### src/rtl/codec_pkg.sv
// Shared stereo codec link types and timing constants.
// Used by both the transmit and receive paths.
package codec_pkg;

  localparam int SMPL_W   = 16;
  localparam int CNT_W    = 10;
  localparam int MCLK_BIT = 1;
  localparam int SCLK_BIT = 4;
  localparam int SLOT_W   = CNT_W - SCLK_BIT - 1;
  localparam int FRM_W    = 2 * SMPL_W;

  // Slot whose closing SCLK fall loads the shifter.
  localparam int LOAD_SLOT = 0;

  typedef struct packed {
    logic signed [SMPL_W-1:0] lft;
    logic signed [SMPL_W-1:0] rht;
  } stereo_smpl_t;

endpackage

### src/rtl/codec_tx_clk_gen.sv
// Frame counter and registered MCLK/SCLK/LRCLK for the I2S link.
// Also produces the SCLK-fall and shifter-load strobes.
module codec_clk_gen
  import codec_pkg::*;
(
  input  logic clk,
  input  logic rst,
  output logic mclk,
  output logic sclk,
  output logic lrclk,
  output logic sclk_fall,
  output logic load_event
);

  logic [CNT_W-1:0] cnt;
  logic [CNT_W-1:0] cnt_nxt;

  assign cnt_nxt = cnt + CNT_W'(1);

  // Clock pins track the counter bits exactly.
  always_ff @(posedge clk) begin
    if (rst) begin
      cnt   <= '0;
      mclk  <= 1'b0;
      sclk  <= 1'b0;
      lrclk <= 1'b0;
    end else begin
      cnt   <= cnt_nxt;
      mclk  <= cnt_nxt[MCLK_BIT];
      sclk  <= cnt_nxt[SCLK_BIT];
      lrclk <= cnt_nxt[CNT_W-1];
    end
  end

  assign sclk_fall  = &cnt[SCLK_BIT:0];
  assign load_event = sclk_fall &&
    (cnt[CNT_W-1:SCLK_BIT+1] == SLOT_W'(LOAD_SLOT));

endmodule

### src/rtl/codec_tx.sv
// I2S transmitter: one-pair hold buffer, MSB-first shifter, underflow flag.
// CODEC_TX_UFLOW_MUTE_EN: underflow sends silence instead of the last pair.
module codec_tx
  import codec_pkg::*;
(
  input  logic                     clk,
  input  logic                     rst,
  input  logic signed [SMPL_W-1:0] lft_in,
  input  logic signed [SMPL_W-1:0] rht_in,
  input  logic                     in_vld,
  output logic                     in_rdy,
  output logic                     MCLK,
  output logic                     SCLK,
  output logic                     LRCLK,
  output logic                     SDout,
  output logic                     smpl_req,
  output logic                     uflow
);

  stereo_smpl_t     hold;
  stereo_smpl_t     in_pair;
  stereo_smpl_t     rpt;
  logic             hold_full;
  logic             run;
  logic             xfer;
  logic             sclk_fall;
  logic             load_event;
  logic [FRM_W-1:0] shreg;

  codec_clk_gen u_clk_gen (
    .clk        (clk),
    .rst        (rst),
    .mclk       (MCLK),
    .sclk       (SCLK),
    .lrclk      (LRCLK),
    .sclk_fall  (sclk_fall),
    .load_event (load_event)
  );

  assign in_pair  = {lft_in, rht_in};
  assign in_rdy   = run & (~hold_full | load_event);
  assign xfer     = in_vld & in_rdy;
  assign smpl_req = load_event;
  assign SDout    = shreg[FRM_W-1];

`ifdef CODEC_TX_UFLOW_MUTE_EN
  assign rpt = '0;
`else
  stereo_smpl_t last;

  always_ff @(posedge clk) begin
    if (rst) begin
      last <= '0;
    end else if (load_event && hold_full) begin
      last <= hold;
    end
  end

  assign rpt = last;
`endif

  always_ff @(posedge clk) begin
    if (rst) begin
      run       <= 1'b0;
      hold_full <= 1'b0;
      hold      <= '0;
      shreg     <= '0;
      uflow     <= 1'b0;
    end else begin
      run <= 1'b1;
      // A transfer on the load cycle refills the slot being drained.
      if (xfer) begin
        hold      <= in_pair;
        hold_full <= 1'b1;
      end else if (load_event) begin
        hold_full <= 1'b0;
      end
      if (load_event) begin
        if (hold_full) begin
          shreg <= hold;
        end else begin
          shreg <= rpt;
          uflow <= 1'b1;
        end
      end else if (sclk_fall) begin
        shreg <= {shreg[FRM_W-2:0], 1'b0};
      end
    end
  end

endmodule

### config.mk
export PLATFORM = sky130hd
export DESIGN_NAME = codec_tx
export DESIGN_NICKNAME = d
export VERILOG_FILES = /design/src/rtl/codec_pkg.sv /design/src/rtl/codec_tx_clk_gen.sv /design/src/rtl/codec_tx.sv
export SDC_FILE = /design/constraint.sdc
export NUM_CORES = 1
export LEC_CHECK = 0
export ABC_CLOCK_PERIOD_IN_PS = 5200
export CORE_MARGIN = 1.5
export CORE_UTILIZATION = 55
export CTS_BUF_LIST = sky130_fd_sc_hd__clkbuf_8
export CTS_CLUSTER_SIZE = 10
export DETAILED_ROUTE_END_ITERATION = 6
export PLACE_DENSITY = 0.86
export SYNTH_ARGS = -nofsm -noshare
export SYNTH_HDL_FRONTEND = slang
export SYNTH_SLANG_ARGS = --single-unit
export TNS_END_PERCENT = 1
### constraint.sdc
create_clock -name clk -period 5.2 [get_ports clk]
set_input_delay 1.3 -clock clk [delete_from_list [all_inputs] [get_ports clk]]
set_output_delay 1.3 -clock clk [all_outputs]
set_load 0.005 [all_outputs]
* Word-level counts from Yosys, hierarchy flattened *
Index checks and enable logic that the tools add are counted.
Widths: inputs -> output; s select.

storage, ports and cells
  register bits = 112
  latch bits = 0
  RAM bits = 0
  bits in read-only memories = 0
  logic and storage cells = 30
  memories = 0

operators by class
  add/subtract/negate cells = 1
  multipliers = 0
  divide/modulo/power cells = 0
  magnitude comparators = 0
  eq/ne operators = 0
  shift-type cells = 0
  multiplexer cells = 6
  bitwise operators = 4
  reductions and logical operators = 7

operators with widths
  kind                   number
  $mux 32                3
  $add 10x1->10 const B  1
  $logic_not 5->1        1
  $reduce_and 5->1       1
  $reduce_bool 2->1      2
  $mux 1                 3
  $and 1x1->1            2
  $logic_and 1x1->1      2
  $reduce_and 2->1       1
  $not 1->1              1
  $or 1x1->1             1

* Depth between registers and ports, before layout *
  word-level depth = 6
  depth in mapped cells = 8
  depth with buffers taken out = 6

* Hierarchy *
A second synthesis with hierarchy kept.

unflattened totals
  cells, all modules = 485
  area, all modules = 4538.1 sq um

modules (own cells, without submodules)
  module         instances  cells an instance  area an instance (sq um)
  codec_tx       1          438                4112.7
  codec_clk_gen  1          47                 425.4

* Least setup slack after synthesis *
OpenSTA, ideal clock, no wires.

  path type = flip-flop to output port
  start point = reg u_clk_gen.cnt[1]
  end point = out in_rdy
  arrival = 1.513 ns
  required time = 3.900 ns
  path slack = 2.387 ns
  stages on the path, launching flop included = 8
  buffers on the path = 1
  cells stage by stage = dfxtp_1 -> ha_1 -> and3_1 -> ha_1 -> nand2b_1 -> clkbuf_1 -> o21ai_0 -> and2_1

between the ends
  longest elaborated chain between the ends = 4

RTL lines
  item                    RTL line                text
  from (decl)             codec_tx_clk_gen.sv:15  logic [CNT_W-1:0] cnt;
  from (signal assigned)  codec_tx_clk_gen.sv:28  cnt <= cnt_nxt;
  $reduce_and 5->1        codec_tx_clk_gen.sv:35  assign sclk_fall = &cnt[SCLK_BIT:0];
  $logic_and 1x1->1       codec_tx_clk_gen.sv:36  assign load_event = sclk_fall &&
  $or 1x1->1              codec_tx.sv:41          assign in_rdy = run & (~hold_full | load_event);
  $and 1x1->1             codec_tx.sv:41
  to (decl)               codec_tx.sv:11          output logic in_rdy,

No other way between the ends.

* Final worst setup path *
  start point = reg u_clk_gen.cnt[6]
  end point = out smpl_req

between the ends
  longest elaborated chain between the ends = 2

RTL lines
  item               RTL line                text
  $logic_not 5->1    codec_tx_clk_gen.sv:37  (cnt[CNT_W-1:SCLK_BIT+1] == SLOT_W'(LOAD_SLOT));
  $logic_and 1x1->1  codec_tx_clk_gen.sv:36
  to (decl)          codec_tx.sv:16          output logic smpl_req,

No other way between the ends.

==> summary.txt <==
Outcome
  – Status: finished, violations left
  – Failing checks: design-rule violations

Power
  – Seq pwr share: 55.9%
  – Overall power: 1535 uW
  – Int Pwr: 1199 uW
  – Logic pwr share: 7.3%
  – Power per Cell Area: 270.9 nW/um2
  – Switch share: 21.89%
  – Switching power: 336.0 uW
  – Leak pwr: 0.001911 uW
  – Clock share of power: 36.8%
  – VDD IR max: 0.1510 mV

Worst setup path
  – Worst reg2reg endpoint: hold[6]
  – Critical Path Start Type: flip-flop
  – Reg2reg start: u_clk_gen.cnt[0]
  – Required time worst endpoint: 3.90 ns
  – Slowest-stage cell, CP: nor2_2
  – Largest stage delay, worst path: 0.94 ns
  – Crit-path max FO: 35
  – Critical path's top delay family: simple AND/OR/NAND/NOR gates
  – Setup Crit Path Kind: reg2out
  – R2R Setup Slk: 2.19 ns
  – Buf+Inv Stages, Crit Path: 2
  – Crit end category: output pin
  – Critical path cell sequence: or4_1, buf_4, nor2_2, clkdlybuf4s50_1
  – Path depth of the worst reg2reg path: 8
  – WP data arrival: 3.19 ns

Yosys
  – Synthesized area: 5059 um2
  – Yosys cell types: 33
  – Synth Register Bits: 109
  – Seq/Total Area, Yosys: 43.14%
  – Xor-xnor portion of the synthesized cell area: 0.3463%
  – Main combinational cell family by area after synthesis: simple AND/OR/NAND/NOR gates
  – Compound-Gate Fraction of Synth Area: 12.81%
  – Top cell type by total area after synthesis: dfxtp_1
  – Top cells by area, synth: dfxtp_1 43%, mux2_2 7.1%, mux2i_1 6.3%
  – Syn_nets: 573
  – Mean Syn Cell Area: 9.438 um2
  – Mux contribution to synthesized area: 13.46%
  – Post-Syn Instances: 536
  – Post-synthesis adder-cell area fraction: 0.4947%
  – Ys Warns: 0
  – Post-synth top area share: 43.14%
  – Simple-gate portion of the synthesized area: 24.56%

Place
  – Port Buffer Count: 41
  – Inst Count DP: 637
  – GP Congestion: 0.7732
  – DPL Wire Length: 6545 um

Cells and area
  – Final net count: 577
  – Antenna Cells: 0
  – Share of cells above drive strength 1: 17.80%
  – Fill cells: 707
  – Area Overhead vs Synth: 12.00%
  – Final std cells w/o fill: 653
  – FF/Latch Area: 2182 um2
  – Finished Core Util: 64.34%
  – Multi-input logic area: 2628 um2

Hold path
  – Hold Path Sink: u_clk_gen.cnt[0]
  – Hold path depth: 1
  – Hold/Removal Path Class: reg2reg
  – Hold_sp: u_clk_gen.cnt[0]

Clock tree
  – Post-CTS resize count: 0
  – CTS sink cnt: 109
  – Clock latency on the worst-skew pair: 0.36 ns
  – CTS tree: done
  – Postcts setup bufs: 0
  – CTS root buf: clkbuf_8
  – CTS Hold Bufs: 0
  – CTS Buffer Depth: 2
  – TritonCTS buffer count: 9
  – H-tree levels: 3
  – Clock slew seen by the registers of the worst setup and hold paths: 0.10 ns

STA
  – Final Max Slew Viols: 0
  – RSZ-0062 raised after global routing: no
  – Setup skew after layout: 0.01002 ns
  – Tmin final: 4.486 ns
  – Max-slew headroom: 20.20%
  – Total negative slack: 0 ns
  – Final Hold Vio Count: 0
  – F_max: 222.9 MHz
  – Slew @ Worst Pin: 1.196 ns
  – Final setup vio count: 0
  – Period utilisation layout: 86.26%

Route
  – First DRT Iteration DRCs: 270
  – Via density: 6.253
  – WL/cell: 17.12 um
  – ANT nets after route: 0
  – Post-route DRC: 4
  – Pre-antenna DRT Iters: 7
  – Vias: 4083
  – Drt total wl: 11180 um

Die
  – Die width: 98.91 um
  – Starting Density: 57.45%
  – Full die area: 9782 um2
  – Core area: 8806 um2
  – Ports: 42
  – Die H: 98.91 um
  – # rows: 34

Flow run
  – Max cap viols: 0

Global routing
  – Vias in the first global route: 4134
  – Total gr overflow: 0
  – Initial antenna violation count: 0
  – First-pass GRT wire length: 18880 um
  – Largest net degree at the start of global routing: 78
  – All-Layer GR Usage: 23.40%
-- metrics by stage --
step / cell area (um2) / hold slack, ns / setup slack [ns]
global route: 5665 / 0.4859 / 0.5622
detailed placement: 5440 / 0.4419 / 1.151
finish: 5665 / 0.4597 / 0.7143
global placement: 5440 / 0.4271 / 1.204
CTS: 5665 / 0.4627 / 0.7176
floorplan: 5059 / 0.4169 / 2.387
-- routing by layer --
layer,share of wire (%),GRT usage (%)
met4,1.0,6.923
met2,49,41.11
met1,45,28.25
met5,0,0
met3,5.3,5.887
-- cells in the mapped netlist --
master,instances
a21oi_1,7
a31o_2,32
a31oi_1,1
and2_1,1
and3_1,1
buf_2,9
buf_6,3
clkbuf_1,47
clkinv_1,1
dfxtp_1,109
ha_1,2
inv_1,1
mux2_2,32
mux2i_1,32
nand2_1,68
nand2b_1,34
nand3_1,4
nand3b_1,31
nand4_1,32
nand4b_1,1
nor2_1,4
nor2_2,1
nor2b_1,4
nor4_1,32
nor4_2,1
o21ai_0,4
o22ai_4,1
o311ai_0,31
o31ai_1,2
or3_1,3
or4_1,3
xnor2_1,1
xor2_1,1
-- cell type report --
type	instances	share of cell area (%)
Multi-Input combinational cell	366	46.38
Sequential cell	109	38.52
Clock buffer	11	2.672
Timing Repair Buffer	52	8.613
Tap cell	108	2.385
Inverter	2	0.1325
Clock inverter	5	1.303
-- worst max path at each step --
stage,from,end,slack (ns),depth (start not counted)
5_1_grt,u_clk_gen.cnt[9],smpl_req,0.56,4
6_report,u_clk_gen.cnt[6],smpl_req,0.71,4
2_1_floorplan,u_clk_gen.cnt[1],in_rdy,2.39,7
3_5_place_dp,u_clk_gen.cnt[6],smpl_req,1.15,4
3_3_place_gp,u_clk_gen.cnt[9],smpl_req,1.20,4
4_1_cts,u_clk_gen.cnt[9],smpl_req,0.72,4
-- placed cells by master, fill, tap and decap left out, types with 2 or more instances in the layout --
cell type,synthesis,routed
a21oi_1,7,7
nor2b_1,4,2
or4_1,3,3
clkbuf_8,0,11
buf_4,0,11
nor4_1,32,32
a31o_2,32,32
nand4_1,32,32
ha_1,2,2
nand3b_1,31,31
o31ai_1,2,2
nor2b_2,0,2
nand2b_1,34,34
bufinv_16,0,2
nor2_1,4,4
dfxtp_1,109,109
or3_1,3,3
nand3_1,4,4
o21ai_0,4,4
mux2i_1,32,32
o311ai_0,31,31
clkinv_2,0,2
clkdlybuf4s50_1,0,40
inv_1,1,2
nand2_1,68,68
mux2_2,32,32
-- power by group through the flow --
stage / combinational [uW] / sequential [uW] / clock (uW)
after CTS: 113 / 858 / 573
final: 112 / 858 / 564
after detailed placement: 112 / 877 / 0
after global placement: 110 / 876 / 0
after global routing: 122 / 860 / 607
after floorplan: 70.9 / 875 / 0
-- flip-flops by register name (all words and copies together) (netlist names) --
| signal | flops |
|---|---|
| uflow | 1 |
| hold | 32 |
| run | 1 |
| u_clk_gen.cnt | 10 |
| hold_full | 1 |
| last | 32 |
| shreg | 32 |
-- kinds of logic after synthesis --
group | count (synthesis)
compound gates | 78
buf+inv | 61
fa+ha+maj | 2
mux | 64
flops | 109
xor+xnor | 2
simple gates | 220
No activity file was read; power rests on OpenSTA's default activity.
